`config.mk`:
```
export PLATFORM = sky130hd
export DESIGN_NAME = mem_arbiter
export DESIGN_NICKNAME = d
export VERILOG_FILES = /design/src/rtl/mem_arbiter.sv
export SDC_FILE = /design/constraint.sdc
export NUM_CORES = 1
export LEC_CHECK = 0
export ABC_AREA = 1
export CORE_AREA = 2 2 155 157
export CTS_CLUSTER_SIZE = 10
export DETAILED_ROUTE_END_ITERATION = 10
export DIE_AREA = 0 0 157 159
export PLACE_DENSITY_LB_ADDON = 0.1
export SYNTH_ARGS = -nofsm -noshare
export SYNTH_HDL_FRONTEND = slang
export SYNTH_SLANG_ARGS = --single-unit
```
`constraint.sdc`:
```
create_clock -name clk_i -period 2.9 [get_ports clk_i]
set_clock_uncertainty 0.15 [all_clocks]
set_input_delay 0.87 -clock clk_i [delete_from_list [all_inputs] [get_ports clk_i]]
set_output_delay 0.87 -clock clk_i [all_outputs]
set_load 0.03 [all_outputs]
```
`src/rtl/mem_arbiter.sv`:
```
// Two-requester arbiter sharing one single-ported memory between instruction fetch and the LSU.
// Define ARB_ROUND_ROBIN_EN for strict alternation instead of data-priority with a fetch bound.
module mem_arbiter #(
    parameter int unsigned MaxWait = 4
) (
    input  logic        clk_i,
    input  logic        rst_ni,

    input  logic        if_req_i,
    input  logic [26:0] if_addr_i,
    output logic        if_gnt_o,
    output logic        if_rvalid_o,
    output logic [31:0] if_rdata_o,

    input  logic        d_req_i,
    input  logic        d_wr_i,
    input  logic [7:0]  d_strb_i,
    input  logic [26:0] d_addr_i,
    input  logic [63:0] d_wdata_i,
    output logic        d_gnt_o,
    output logic        d_rvalid_o,
    output logic [63:0] d_rdata_o,
    output logic        d_err_o,

    output logic        m_cen_o,
    output logic        m_wr_o,
    output logic [7:0]  m_strb_o,
    output logic [26:0] m_addr_o,
    output logic [63:0] m_wdata_o,
    input  logic [63:0] m_rdata_i,
    input  logic        m_error_i
);

    typedef enum logic {StIdle, StResp} state_e;
    typedef enum logic {OwnFetch = 1'b0, OwnData = 1'b1} owner_e;

    state_e      state_q, state_d;
    owner_e      owner_q, owner_d;
    logic [31:0] if_rdata_q, if_rdata_d;
    logic [63:0] d_rdata_q, d_rdata_d;
    logic        d_err_q, d_err_d;
    logic        fetch_wins;

`ifdef ARB_ROUND_ROBIN_EN
    owner_e      last_q, last_d;
`else
    localparam logic [3:0] MaxWaitC = 4'(MaxWait);
    logic [3:0]  wait_cnt_q, wait_cnt_d;
`endif

    always_comb begin
        state_d    = state_q;
        owner_d    = owner_q;
        if_rdata_d = if_rdata_q;
        d_rdata_d  = d_rdata_q;
        d_err_d    = d_err_q;
        if_gnt_o   = 1'b0;
        d_gnt_o    = 1'b0;
        m_cen_o    = 1'b0;
        m_wr_o     = 1'b0;
        m_strb_o   = 8'h00;
        m_addr_o   = 27'h0;
        m_wdata_o  = 64'h0;
        fetch_wins = 1'b0;
`ifdef ARB_ROUND_ROBIN_EN
        last_d     = last_q;
`else
        wait_cnt_d = wait_cnt_q;
`endif

        unique case (state_q)
            StIdle: begin
                if (if_req_i && d_req_i) begin
`ifdef ARB_ROUND_ROBIN_EN
                    fetch_wins = (last_q == OwnData);
`else
                    fetch_wins = (wait_cnt_q == MaxWaitC);
`endif
                end else begin
                    fetch_wins = if_req_i;
                end

                if (if_req_i || d_req_i) begin
                    state_d = StResp;
                    if (fetch_wins) begin
                        if_gnt_o   = 1'b1;
                        m_cen_o    = 1'b1;
                        m_strb_o   = 8'h0F;
                        m_addr_o   = if_addr_i;
                        owner_d    = OwnFetch;
                        if_rdata_d = m_rdata_i[31:0];
                        // Fetch never reports errors.
                        d_err_d    = 1'b0;
                    end else begin
                        d_gnt_o   = 1'b1;
                        m_cen_o   = 1'b1;
                        m_wr_o    = d_wr_i;
                        m_strb_o  = d_strb_i;
                        m_addr_o  = d_addr_i;
                        m_wdata_o = d_wdata_i;
                        owner_d   = OwnData;
                        d_rdata_d = d_wr_i ? 64'h0 : m_rdata_i;
                        d_err_d   = m_error_i;
                    end
`ifdef ARB_ROUND_ROBIN_EN
                    last_d = owner_d;
`endif
                end

`ifndef ARB_ROUND_ROBIN_EN
                if (!if_req_i || fetch_wins) begin
                    wait_cnt_d = 4'h0;
                end else if (d_req_i && (wait_cnt_q < MaxWaitC)) begin
                    wait_cnt_d = wait_cnt_q + 4'h1;
                end
`endif
            end
            StResp: begin
                state_d = StIdle;
            end
            default: begin
                state_d = StIdle;
            end
        endcase
    end

    always_ff @(posedge clk_i or negedge rst_ni) begin
        if (!rst_ni) begin
            state_q    <= StIdle;
            owner_q    <= OwnFetch;
            if_rdata_q <= 32'h0;
            d_rdata_q  <= 64'h0;
            d_err_q    <= 1'b0;
`ifdef ARB_ROUND_ROBIN_EN
            // Reset to fetch so data wins the first tie.
            last_q     <= OwnFetch;
`else
            wait_cnt_q <= 4'h0;
`endif
        end else begin
            state_q    <= state_d;
            owner_q    <= owner_d;
            if_rdata_q <= if_rdata_d;
            d_rdata_q  <= d_rdata_d;
            d_err_q    <= d_err_d;
`ifdef ARB_ROUND_ROBIN_EN
            last_q     <= last_d;
`else
            wait_cnt_q <= wait_cnt_d;
`endif
        end
    end

    assign if_rvalid_o = (state_q == StResp) && (owner_q == OwnFetch);
    assign d_rvalid_o  = (state_q == StResp) && (owner_q == OwnData);
    assign if_rdata_o  = if_rdata_q;
    assign d_rdata_o   = d_rdata_q;
    assign d_err_o     = d_err_q;

endmodule

```
==> metrics, run 1 <==
total core area=between 0.02 and 0.025 mm2; r2r setup slk=approximately 0.7 ns; final cell count without fillers=1641; Synth cell types=16; failing checks=negative setup slack; setup ws final=-0.0687 ns; Overflow after GRT=0; first-pass GRT wire length=37800 um; final slew viol count=0; vias per cell=around 4.3; f_max=0.337 GHz; Post-DP HPWL=about 18000 um; CP max-delay cell=buf_12; hold path depth=2; Sink Count=between 100 and 150; worst-margin pin slew=0.718 ns; top-level port count=between 300 and 400; commonest cells after routing, fill and taps aside=clkdlybuf4s50_1 (290), nand2_1 (214), inv_1 (171); Max-slew headroom=0.521; DR WL/cell=15.3 um; post-route ant nets=0; via count=roughly 7100; crit path capture type=output pin; Total GRT Usage=0.193; Max H-tree Level=3; reg2reg end=d_rdata_o[30]; first-pass iteration count of the detailed router=5; WP buf/inv=6; total power=5.94 mW; synth warn=0; die area=0.0250 mm2; Place WS=-0.470 ns; WP data arrival=~2.0 ns; CTS tree=built; crit-path max FO=6; final hold viol count=0; Pleak=around 6 nW; starting density of the core=0.257; PortBufs=~400; placed cell area=about 0.011 mm2; Post-Route Setup TNS=-0.777 ns; final setup fails=29; nets@finish=1514; Setup crit start kind=primary input; area grow syn2layout=101%; sequential area share after synthesis=0.432; number of global-route vias before repair=roughly 6600; first-iteration detailed-routing DRC count=292; critical path depth=11; final instance area=0.0120 mm2; maximum clock path buffer count=2; min-delay src=d_rdata_o[59]; DRC=0; path depth of the worst reg2reg path=10; Worst R2R Start=wait_cnt_q[0]; worst hold path type=reg -> reg; layout cells sized above 1=0.254; row count=56; Worst Path Required=between 1.5 and 2 ns; Die X=157 um; RSZ-0062 raised after global routing=true; Final Wtd Congestion=0.748; final worst-path cycle share=1.02; PD cells=496 mW/mm2; Clock Pin Slew Worst Setup and Hold Paths=0.08 ns; initial antenna violation count=1; crit path kind=in -> out; Total Wirelength=25100 um; Max Cap Viol=0; commonest non-fill, non-tap cell in the layout=clkdlybuf4s50_1; Root Buffer=clkbuf_16; largest net degree at the start of global routing=104; CP top delay family=buffers and inverters; worst skew pair latency=between 0.3 and 0.4 ns; Mapped Area=0.00597 mm2; Mean Syn Cell Area=about 6.6 um2; Synth Instances=a little over 900; CP Cell Sequence=buf_12, nand2_4, inv_4, nand2_8, nand2_8, nand2_8, buf_8, buf_12, buf_12, nor2_4, buf_6; hold path endpoint=d_rdata_o[59]; minimum clock period=roughly 3.0 ns; count of state elements after synthesis=between 100 and 150; FILL cells=2259; status=complete, but fails checks; Max stage delay on crit path=roughly 0.14 ns; VDD IR max=approximately 0.25 mV; height of the die=around 160 um; dpl cells=1593; total CTS buffers=9; syn nets=1109
## metrics by stage
step            util  hold slack (ns)
2_1_floorplan      -            0.322
3_3_place_gp   0.464            0.303
3_5_place_dp   0.464            0.307
4_1_cts        0.503            0.325
5_1_grt        0.516            0.339
6_report       0.516            0.322
## power breakdown
group	switching [mW]	internal, mW	total (mW)
clock network	0.613	0.691	1.30
logic	1.63	1.20	2.83
registers	0.130	1.68	1.81
total	2.37	3.57	5.94
## worst min-delay path, delay by kind of cell, from the launching register on
kind | cells | cell delay [ns]
DFF | 1 | 0.35
and+or+nand+nor | 2 | 0.09
## cells in the mapped netlist (all sizes together)
| master | n | area (um2) |
|---|---|---|
| nand2 | 239 | 905 |
| inv | 176 | 661 |
| nor2 | 164 | 616 |
| dfrtp | 103 | 2580 |
| nand3 | 98 | 490 |
| buf | 38 | 228 |
| a21oi | 32 | 160 |
| nand4 | 32 | 200 |
| clkbuf | 26 | 97.6 |
| ha | 2 | 25.0 |
| o21ai | 1 | 8.76 |
## worst max-delay path by stage
stage	start	to	slack [ns]
after detailed placement	d_req_i	m_addr_o[25]	-0.47
after global routing	if_req_i	m_wdata_o[38]	-0.12
after CTS	if_req_i	m_wdata_o[51]	-0.08
after floorplan	if_req_i	m_wdata_o[55]	-0.06
after global placement	d_req_i	m_addr_o[25]	-0.45
final	if_req_i	m_wdata_o[38]	-0.07
## layer usage
layer,vias up,track usage,part of all wire
li1,3532,-,-
met1,3251,0.222,0.39
met2,248,0.350,0.51
met3,24,0.0506,0.081
met4,0,0.0559,0.018
met5,-,0,0
## area by class of cell
cell class | count | area, um2 | area share
Inverter | 176 | 668 | 0.0558
Clock inverter | 7 | 86.3 | 0.00721
Multi-Input combinational cell | 568 | 3320 | 0.278
Tap cell | 319 | 399 | 0.0333
Sequential cell | 103 | 2580 | 0.215
Clock buffer | 9 | 225 | 0.0188
Timing Repair Buffer | 458 | 4690 | 0.392
Antenna cell | 1 | 2.50 | 0.000209
## sequential cells by signal, summed over array words and instances, names as in the netlist
register    cells
d_rdata_o      64
if_rdata_o     32
wait_cnt_q      4
d_err_o         1
owner_q         1
state_q         1
## repair_timing
action	CTS	global route
endpoints found under the hold margin	0	0
gates cloned	4	5
setup buffers	20	5
endpoints found under the setup margin	103	102
hold buffers	0	0
pin swaps	7	13
gates resized for setup	84	44
## logic make-up (layout without fill, tap and decap cells)
family,after synthesis,in the layout,synth area share
buf+inv,240,650,0.165
compound gates,33,33,0.0283
other cells,0,1,0
fa+ha+maj,2,2,0.00419
flops,103,103,0.432
simple gates,533,533,0.370
(Power assumes the default switching activity.)
==> run 2, diff against run 1 <==
TNS_END_PERCENT = 50   (was default)
==> run 2 against run 1 <==
Compared with the run above: the flow now finishes without violations; worst hold slack worse by 0.070 ns; routed wire length down 4.4%; register-to-register slack better by 0.02 ns; fmax up 3.0%; die area unchanged; clock-buffer cell count unchanged; sequential share of layout area up 1.4 points; first-iteration DRC count down 13%; combinational power down 6%; via count down 2.8%; final cell count down 0.91%.
==> metrics, run 2 (synthesis gave the netlist of run 1 again) <==
status=finished clean; antenna cell count=0 (-1); starting density of the core=0.257 (unchanged); Worst R2R Start=wait_cnt_q[1]; DRC=0 (unchanged); Total GRT Usage=0.191 (-0.00259); Max Cap Viol=0 (unchanged); setup ws final=0.0173 ns (+0.0860 ns); hold_buf cts=0 (unchanged); r2r setup slk=0.70 ns (+0.02 ns); final slew viol count=0 (unchanged); Max-slew headroom=0.519 (-0.00268); final worst-path cycle share=0.994 (-0.0296); RSZ-0062 raised after global routing=true; final cell count without fillers=1626 (-0.91%); worst hold path type=in -> async; FILL cells=2372 (+5.0%); Sink Count=103 (unchanged); largest net degree at the start of global routing=66 (-37%); critical path depth=8 (-3); row count=56 (unchanged); path depth of the worst reg2reg path=10 (unchanged); final hold viol count=0 (unchanged); Pleak=5.80 nW (-3.6%); PortBufs=397 (unchanged); final instance area=0.0113 mm2 (-6.0%); Post-DP HPWL=18200 um (+2.1%); PD cells=509 mW/mm2 (+2.6%); Sw Share=0.406 (+0.00700); area grow syn2layout=88.6%; CP Launch Point=d_req_i; CP Cell Sequence=buf_6, o21ai_4, clkinv_4, nand2_8, buf_8, buf_16, nor2_4, buf_6; CP most frequent cell=buf_6; maximum clock path buffer count=2 (unchanged); combinational share of power=0.463 (-0.013); first-iteration detailed-routing DRC count=254 (-13%); post-route ant nets=0 (unchanged); Worst Path Required=1.88 ns (about the same); worst skew pair latency=0.35 ns (about the same); Final Util=0.485 (-0.0311); Clock Pin Slew Worst Setup and Hold Paths=0.08 ns (about the same); CP max-delay cell=o21ai_4; dpl cells=1597 (+0.25%); placed cell area=0.0106 mm2 (-1.1%); Total Wirelength=24000 um (-4.4%); f_max=0.347 GHz (+3.0%); Clock power frac=0.221 (+0.002); max FFs per register=64 (unchanged); switching pwr=2.33 mW (-1.9%); commonest cells after routing, fill and taps aside=clkdlybuf4s50_1 (290), nand2_1 (233), inv_1 (173); height of the die=159 um (unchanged); hold_ws=0.252 ns (-0.0701 ns); crit-path max FO=7 (+1); total power=5.73 mW (-3.6%); Post-Route Setup TNS=0 ns (+0.777 ns); crit path kind=in -> out; first-pass GRT wire length=37300 um (-1.3%); die area=0.0250 mm2 (unchanged); final setup fails=0 (-100%); DR WL/cell=14.7 um (-3.5%); commonest non-fill, non-tap cell in the layout=clkdlybuf4s50_1; crit path capture type=output pin; CP top delay family=buffers and inverters; first-pass iteration count of the detailed router=4 (-1); total CTS buffers=9 (unchanged); Final Wtd Congestion=0.721 (-3.6%); crit path to=m_wdata_o[4]; Place WS=-0.389 ns (+0.0805 ns); number of global-route vias before repair=6625 (-0.075%); via count=6859 (-2.8%); Setup crit start kind=primary input; Die X=157 um (unchanged); cell-internal power=3.40 mW (-4.7%); Root Buffer=clkbuf_16; VDD IR max=0.273 mV (+9.9%); initial antenna violation count=1 (unchanged); worst-margin pin slew=0.722 ns (+0.00402 ns); CTS tree=built; WP data arrival=1.86 ns (-0.09 ns); top-level port count=398 (unchanged); Reg power frac=0.316 (+0.012); nets@finish=1500 (-0.92%); minimum clock period=2.88 ns (-0.0860 ns); Max stage delay on crit path=0.17 ns (+0.03 ns); Max H-tree Level=3 (unchanged); vias per cell=4.22 (-1.9%); Overflow after GRT=0 (unchanged); reg2reg end=d_rdata_o[0]; WP buf/inv=5 (-1); total core area=0.0232 mm2 (unchanged); layout cells sized above 1=0.216 (-0.0378)
## run 2: changes by cell type in the layout (fill, tap and decap cells not counted), moves of 7 or more
cell and change:
nor2_2 +32, buf_6 -8, buf_12 -7, a21oi_1 +16, a21oi_2 -13, nand2_2 -18, buf_4 +9, nand2_1 +19
nor2_4 -32
## run 2: repair_timing
item / in CTS / in global routing
pin swaps: 7 / 6
setup endpoints to repair: 103 / 75
cloned: 1 / 0
gates resized for setup: 37 / 16
buffers inserted: 9 / 3
## run 2: how the worst min path moves through the flow
stage,from,cells past startpoint,slack [ns],endpoint
after floorplan,owner_q,2,0.32,owner_q
after global placement,if_rdata_o[26],2,0.30,if_rdata_o[26]
after detailed placement,d_rdata_o[27],2,0.31,d_rdata_o[27]
after CTS,rst_ni,1,0.25,d_rdata_o[18]
after global routing,rst_ni,1,0.26,d_rdata_o[18]
final,rst_ni,1,0.25,d_rdata_o[18]
## run 2: final cells by class
class	count	area, um2	share of cell area
flip-flops and latches	103	2580	0.229
multi-input cells	568	2980	0.264
well taps	319	399	0.0355
repair buffers	444	4320	0.384
clock buffers	9	225	0.0200
clock inverters	7	88.8	0.00789
inverters	176	668	0.0594
## run 2: power groups by stage
| stage | Combinational (mW) | Clock [mW] | Sequential (mW) |
|---|---|---|---|
| floorplan | 0.904 | 0 | 2.31 |
| global route | 2.83 | 1.37 | 1.84 |
| finish | 2.65 | 1.27 | 1.81 |
| global placement | 2.60 | 0 | 1.83 |
| CTS | 2.68 | 1.31 | 1.81 |
| detailed placement | 2.61 | 0 | 1.84 |
## run 2: routing by layer
metal  up-vias  GRT usage  wire length, um
met5         -          0               12
met4         2     0.0471              302
met3        19     0.0501             1840
li1       3496          -                -
met2       219      0.343            12300
met1      3123      0.224             9550
==> run 3, diff against run 2 <==
CAP_MARGIN = 30   (was default)
==> results of run 3 <==
Same layout as run 2: the final DEF is identical, and so are final timing and power.
